<file path="config.mk">
export PLATFORM = sky130hd
export DESIGN_NAME = serial_add_ctrl
export DESIGN_NICKNAME = d
export VERILOG_FILES = /design/src/rtl/serial_add_ctrl.sv
export SDC_FILE = /design/constraint.sdc
export NUM_CORES = 1
export LEC_CHECK = 0
export ABC_AREA = 1
export CAP_MARGIN = 0
export CORE_MARGIN = 1.5
export CORE_UTILIZATION = 47
export DETAILED_ROUTE_END_ITERATION = 16
export HOLD_SLACK_MARGIN = 0.05
export PLACE_DENSITY = 0.75
export SLEW_MARGIN = 25
export SYNTH_ARGS = -nofsm -noshare
export SYNTH_HDL_FRONTEND = slang
export SYNTH_HIERARCHICAL = 1
export SYNTH_SLANG_ARGS = --single-unit
export TNS_END_PERCENT = 1
</file>
<file path="constraint.sdc">
create_clock -name clk -period 1.35 [get_ports clk]
set_clock_uncertainty 0.15 [all_clocks]
set_input_delay 0.135 -clock clk [delete_from_list [all_inputs] [get_ports clk]]
set_output_delay 0.135 -clock clk [all_outputs]
set_load 0.02 [all_outputs]
</file>
<file path="src/rtl/serial_add_ctrl.sv">
// -----------------------------------------------------------------------------
// serial_add_ctrl
//
// Bit-serial adder controller. Adds two WIDTH-bit operands plus a carry-in
// over WIDTH clock cycles, using one 1-bit adder slice. The slice is built from
// two half_adder cells and an OR gate. Operands are latched on the accepting
// edge and processed LSB-first. The result is presented as a registered
// sum/c_out pair.
//
// Handshake (valid/ready semantics):
//   - A request is "valid" when start=1.
//   - The block is "ready" only in IDLE.
//   - A transfer happens on a rising edge where start=1 and the block is IDLE.
//     a, b and c_in are captured on that edge only, and start is not queued.
//   - busy is high for the WIDTH cycles of RUN.
//   - done pulses for exactly one cycle when sum/c_out have just been loaded.
//   - busy and done are never high together.
//
// Ports:
//   clk    in   rising-edge clock
//   rst_n  in   asynchronous active-low reset (clears the result too)
//   start  in   request, sampled only in IDLE
//   a, b   in   WIDTH-bit operands, sampled on the accepting edge
//   c_in   in   carry-in, sampled on the accepting edge
//   busy   out  high while the slice is being sequenced
//   done   out  one-cycle pulse, result just loaded
//   sum    out  WIDTH-bit registered result, held between operations
//   c_out  out  registered carry-out, held between operations
// -----------------------------------------------------------------------------

module half_adder (
  input  logic x,
  input  logic y,
  output logic s,
  output logic c
);
  assign s = x ^ y;
  assign c = x & y;
endmodule

module serial_add_ctrl #(
  parameter int WIDTH = 8
) (
  input  logic             clk,
  input  logic             rst_n,
  input  logic             start,
  input  logic [WIDTH-1:0] a,
  input  logic [WIDTH-1:0] b,
  input  logic             c_in,
  output logic             busy,
  output logic             done,
  output logic [WIDTH-1:0] sum,
  output logic             c_out
);

  // The bit counter needs clog2(WIDTH) bits, with a minimum of one bit so
  // that WIDTH=1 still has a legal vector.
  localparam int CW = (WIDTH > 1) ? $clog2(WIDTH) : 1;
  localparam logic [CW-1:0] LAST_BIT = CW'(WIDTH - 1);

  typedef enum logic [1:0] {
    IDLE = 2'd0,
    RUN  = 2'd1,
    DONE = 2'd2
  } state_t;

  // Controller state. It is kept as a named enum so that it can be observed
  // hierarchically.
  state_t           state;

  logic [WIDTH-1:0] a_sh;
  logic [WIDTH-1:0] b_sh;
  logic [WIDTH-1:0] p;
  logic             cy;
  logic [CW-1:0]    cnt;

  // Adder slice: two half adders plus an OR gate.
  logic             s0;
  logic             c0;
  logic             s1;
  logic             c1;
  logic             carry_next;
  logic [WIDTH-1:0] p_next;

  half_adder u_ha0 (
    .x (a_sh[0]),
    .y (b_sh[0]),
    .s (s0),
    .c (c0)
  );

  half_adder u_ha1 (
    .x (s0),
    .y (cy),
    .s (s1),
    .c (c1)
  );

  assign carry_next = c0 | c1;

  // The new sum bit enters at the MSB while P shifts right. Building the
  // shift this way avoids a P[WIDTH-1:1] slice, which does not exist when
  // WIDTH=1.
  assign p_next = WIDTH'({s1, p} >> 1);

  always_ff @(posedge clk or negedge rst_n) begin
    if (!rst_n) begin
      state <= IDLE;
      a_sh  <= '0;
      b_sh  <= '0;
      p     <= '0;
      cy    <= 1'b0;
      cnt   <= '0;
      busy  <= 1'b0;
      done  <= 1'b0;
      sum   <= '0;
      c_out <= 1'b0;
    end else begin
      case (state)
        IDLE: begin
          if (start) begin
            a_sh  <= a;
            b_sh  <= b;
            cy    <= c_in;
            cnt   <= '0;
            p     <= '0;
            busy  <= 1'b1;
            state <= RUN;
          end
        end

        RUN: begin
          p    <= p_next;
          a_sh <= a_sh >> 1;
          b_sh <= b_sh >> 1;
          cy   <= carry_next;
          cnt  <= cnt + CW'(1);
          // The final bit is processed on this edge. The result is taken
          // straight from the slice so that it is ready in the same cycle.
          if (cnt == LAST_BIT) begin
            sum   <= p_next;
            c_out <= carry_next;
            busy  <= 1'b0;
            done  <= 1'b1;
            state <= DONE;
          end
        end

        DONE: begin
          done  <= 1'b0;
          state <= IDLE;
        end

        default: begin
          busy  <= 1'b0;
          done  <= 1'b0;
          state <= IDLE;
        end
      endcase
    end
  end

endmodule

</file>
==> flow_summary.yaml <==
status:
  status: "finished, violations left"
  violations: "negative setup slack"
synth:
  syn_area_mm2: 0.00184
  synth_seq_cells: 40
  ys_async_sr_fraction_pct: 100
  synth_area_per_cell_um2: 8.37
  netlist_instances: 220
  ys_seq_area_share_pct: 54.3
  ys_types: 17
  yosysWarnings: 6
  synthFlopType: "dfrtp_1"
  synth_nets: 244
  synth_edf_count: 0
layout:
  n_fill_cell: 323
  layout-drive-gt1-share_pct: 20.5
  antenna-diode-count: 0
  synthToLayoutAreaGrowth_pct: 34.9
  instances_no_fill: 316
  nets: 291
floorplanning:
  dieArea_mm2: 0.00430
  die_x_um: 65.6
  coreArea_mm2: 0.00372
  start_util_pct: 49.6
  row_count: 22
  ios: 31
  fp.dieH_um: 65.6
clock_network:
  clock-sinks: 40
  clockBufferDepth: 2
  cts.htree.levels: 2
  cts_tree: "yes"
  numCtsBuffers: 5
  insertion_delay_ns: 0.29
  clkSlewWorstSetupHoldPaths_ns: 0.08
  post_cts_buffers: 0
  root_buffer: "clkbuf_8"
route:
  wl_um: 3760
  ant_nets: 0
  viasPerCell: 4.82
  drtPass1Iterations: 4
  vias: 1523
  drt-initial-drc-count: 90
  avgRoutedWirePerCell_um: 11.9
  post-route-drc-count: 0
min_path:
  hold_class: "in2async"
setup_path:
  critPathMaxFanout: 2
  required_ns: 1.38
  path_cells: "ha_1 -> ha_2 -> or2_4 -> nand2_1 -> nand3_1"
  critPathMaxStageDelay_ns: 0.39
  critical_path.top_delay_family: "adder cells"
  end_kind: "flip-flop"
  crit_type: "reg2reg"
  slowest_stage: "dfrtp_1"
  critPathBufInv: 0
  arrival_ns: 1.47
  start_kind: "flip-flop"
global_route:
  antenna_found_initial: 0
  grt_pass1_vias: 1489
  track_usage_pct: 20.0
  grt_max_degree: 25
  grt_first_pass_wirelength_um: 6540
  gr-total-overflow: 0
sta:
  period_share_pct: 107
  slew_headroom_pct: 72.8
  fin_crit_ns: 1.44
  tightest_slew_ns: 0.408
  whs_ns: 0.148
  hold_viol: 0
  layout_setup_ws_ns: -0.0912
  rsz0062_at_grt: "true"
  setup_violations: 4
  max_freq_mhz: 694
  slew_violations: 0
placement:
  place.gp.congestion: 0.772
  place_inst: 307
  pre_cts_ws_ns: -0.107
  dpl.hpwl_um: 2610
  io_buffer_count: 30
power_and_ir_drop:
  p_leak_nw: 1.31
  vdd_drop_max_mv: 1.03
  power_w: 0.00564
  power_density_mw_per_mm2: 2270
flow_run:
  maxCapViolations: 0
==> worst paths after layout <==
| kind | start | endpoint | slack, ns | cells after the start |
|---|---|---|---|---|
| worst max register to register | b_sh[0] | cy | -0.09 | 5 |
| min in group clk | a[7] | a_sh[7] | 0.23 | 3 |
| worst min register to register | a_sh[7] | a_sh[7] | 0.33 | 2 |
| worst min-delay path | rst_n | p[2] | 0.15 | 2 |
| worst max-delay path | b_sh[0] | cy | -0.09 | 5 |
| max in group asynchronous | rst_n | a_sh[4] | 0.44 | 3 |
==> cells in the final DEF (no fill, tap or decap) <==
cell type / Yosys / routed
o21ai_2: 7 / 7
dlygate4sd3_1: 0 / 1
or2_4: 0 / 1
buf_4: 0 / 14
nor2_2: 0 / 1
buf_12: 0 / 3
ha_1: 4 / 1
inv_1: 30 / 30
inv_2: 4 / 4
dlygate4sd2_1: 0 / 11
bufinv_16: 0 / 1
buf_6: 2 / 1
dfrtp_1: 40 / 40
nand2_4: 0 / 1
nand3_1: 34 / 34
ha_4: 0 / 1
clkdlybuf4s50_1: 0 / 18
clkbuf_8: 0 / 6
nor2_1: 7 / 6
nand2_1: 70 / 62
ha_2: 0 / 2
a21oi_1: 1 / 1
o22ai_1: 1 / 1
nand2_2: 3 / 10
buf_2: 5 / 1
o21ai_1: 8 / 8
clkinv_4: 0 / 1
nor2_4: 1 / 1
==> through the flow <==
step | utilization (%) | instance area, µm² | setup TNS, ns
finish | 66.8 | 2480 | -0.171
global route | 66.8 | 2480 | -0.787
CTS | 66.1 | 2460 | -0.182
detailed placement | 62.4 | 2320 | -1.58
global placement | 62.4 | 2320 | -0.878
floorplan | - | 1850 | -0.532
==> power by group <==
group	internal (W)	leakage, nW	switching, W
combinational	0.00113	0.748	0.00143
clock	0.000604	0.0614	0.000409
sequential	0.00175	0.498	0.000319
total	0.00348	1.31	0.00216
==> state kept, by name, indices dropped and copies added, names as in the netlist, 2 cells and up <==
register,count
a_sh,8
state,2
sum,8
cnt,3
p,7
b_sh,8
==> kinds of logic (layout without fill, tap and decap cells) <==
kind of cell,count (synthesis),count (layout),share of synthesized area [%]
AO/OA/AOI/OAI,17,17,6.11
adder cells (fa/ha/maj),4,4,2.72
buffers and inverters,43,91,9.92
AND/OR/NAND/NOR,116,116,26.9
flip-flops,40,40,54.3
==> layout make-up <==
type | instances | area [µm²] | share of cell area [%]
flip-flops and latches | 40 | 1000 | 40.3
well taps | 48 | 60.1 | 2.42
clock buffers | 6 | 82.6 | 3.32
repair buffers | 49 | 468 | 18.8
clock inverters | 2 | 38.8 | 1.56
multi-input cells | 137 | 706 | 28.4
inverters | 34 | 128 | 5.14
==> synthesized netlist by cell type, types with 2 or more instances <==
library cell  number  area [µm²]
buf_2              5        25.0
buf_6              2        22.5
clkbuf_1           2        7.51
dfrtp_1           40        1000
ha_1               4        50.1
inv_1             30         113
inv_2              4        15.0
nand2_1           70         263
nand2_2            3        18.8
nand3_1           34         170
nor2_1             7        26.3
o21ai_1            8        40.0
o21ai_2            7        61.3
==> per-layer routing <==
layer,track usage [%],up-vias,wire [µm]
met4,7.03,0,60
met1,26.4,721,1790
met5,0,-,0
met2,32.5,24,1800
li1,-,773,-
met3,4.62,5,115
==> repair_timing <==
action                                  CTS  global route
gates resized for setup                  15            10
endpoints found under the setup margin   24            31
hold buffers                              1             0
pin swaps                                 5             2
hold endpoints to repair                 40             0
Power figures use the tool's default switching activity.
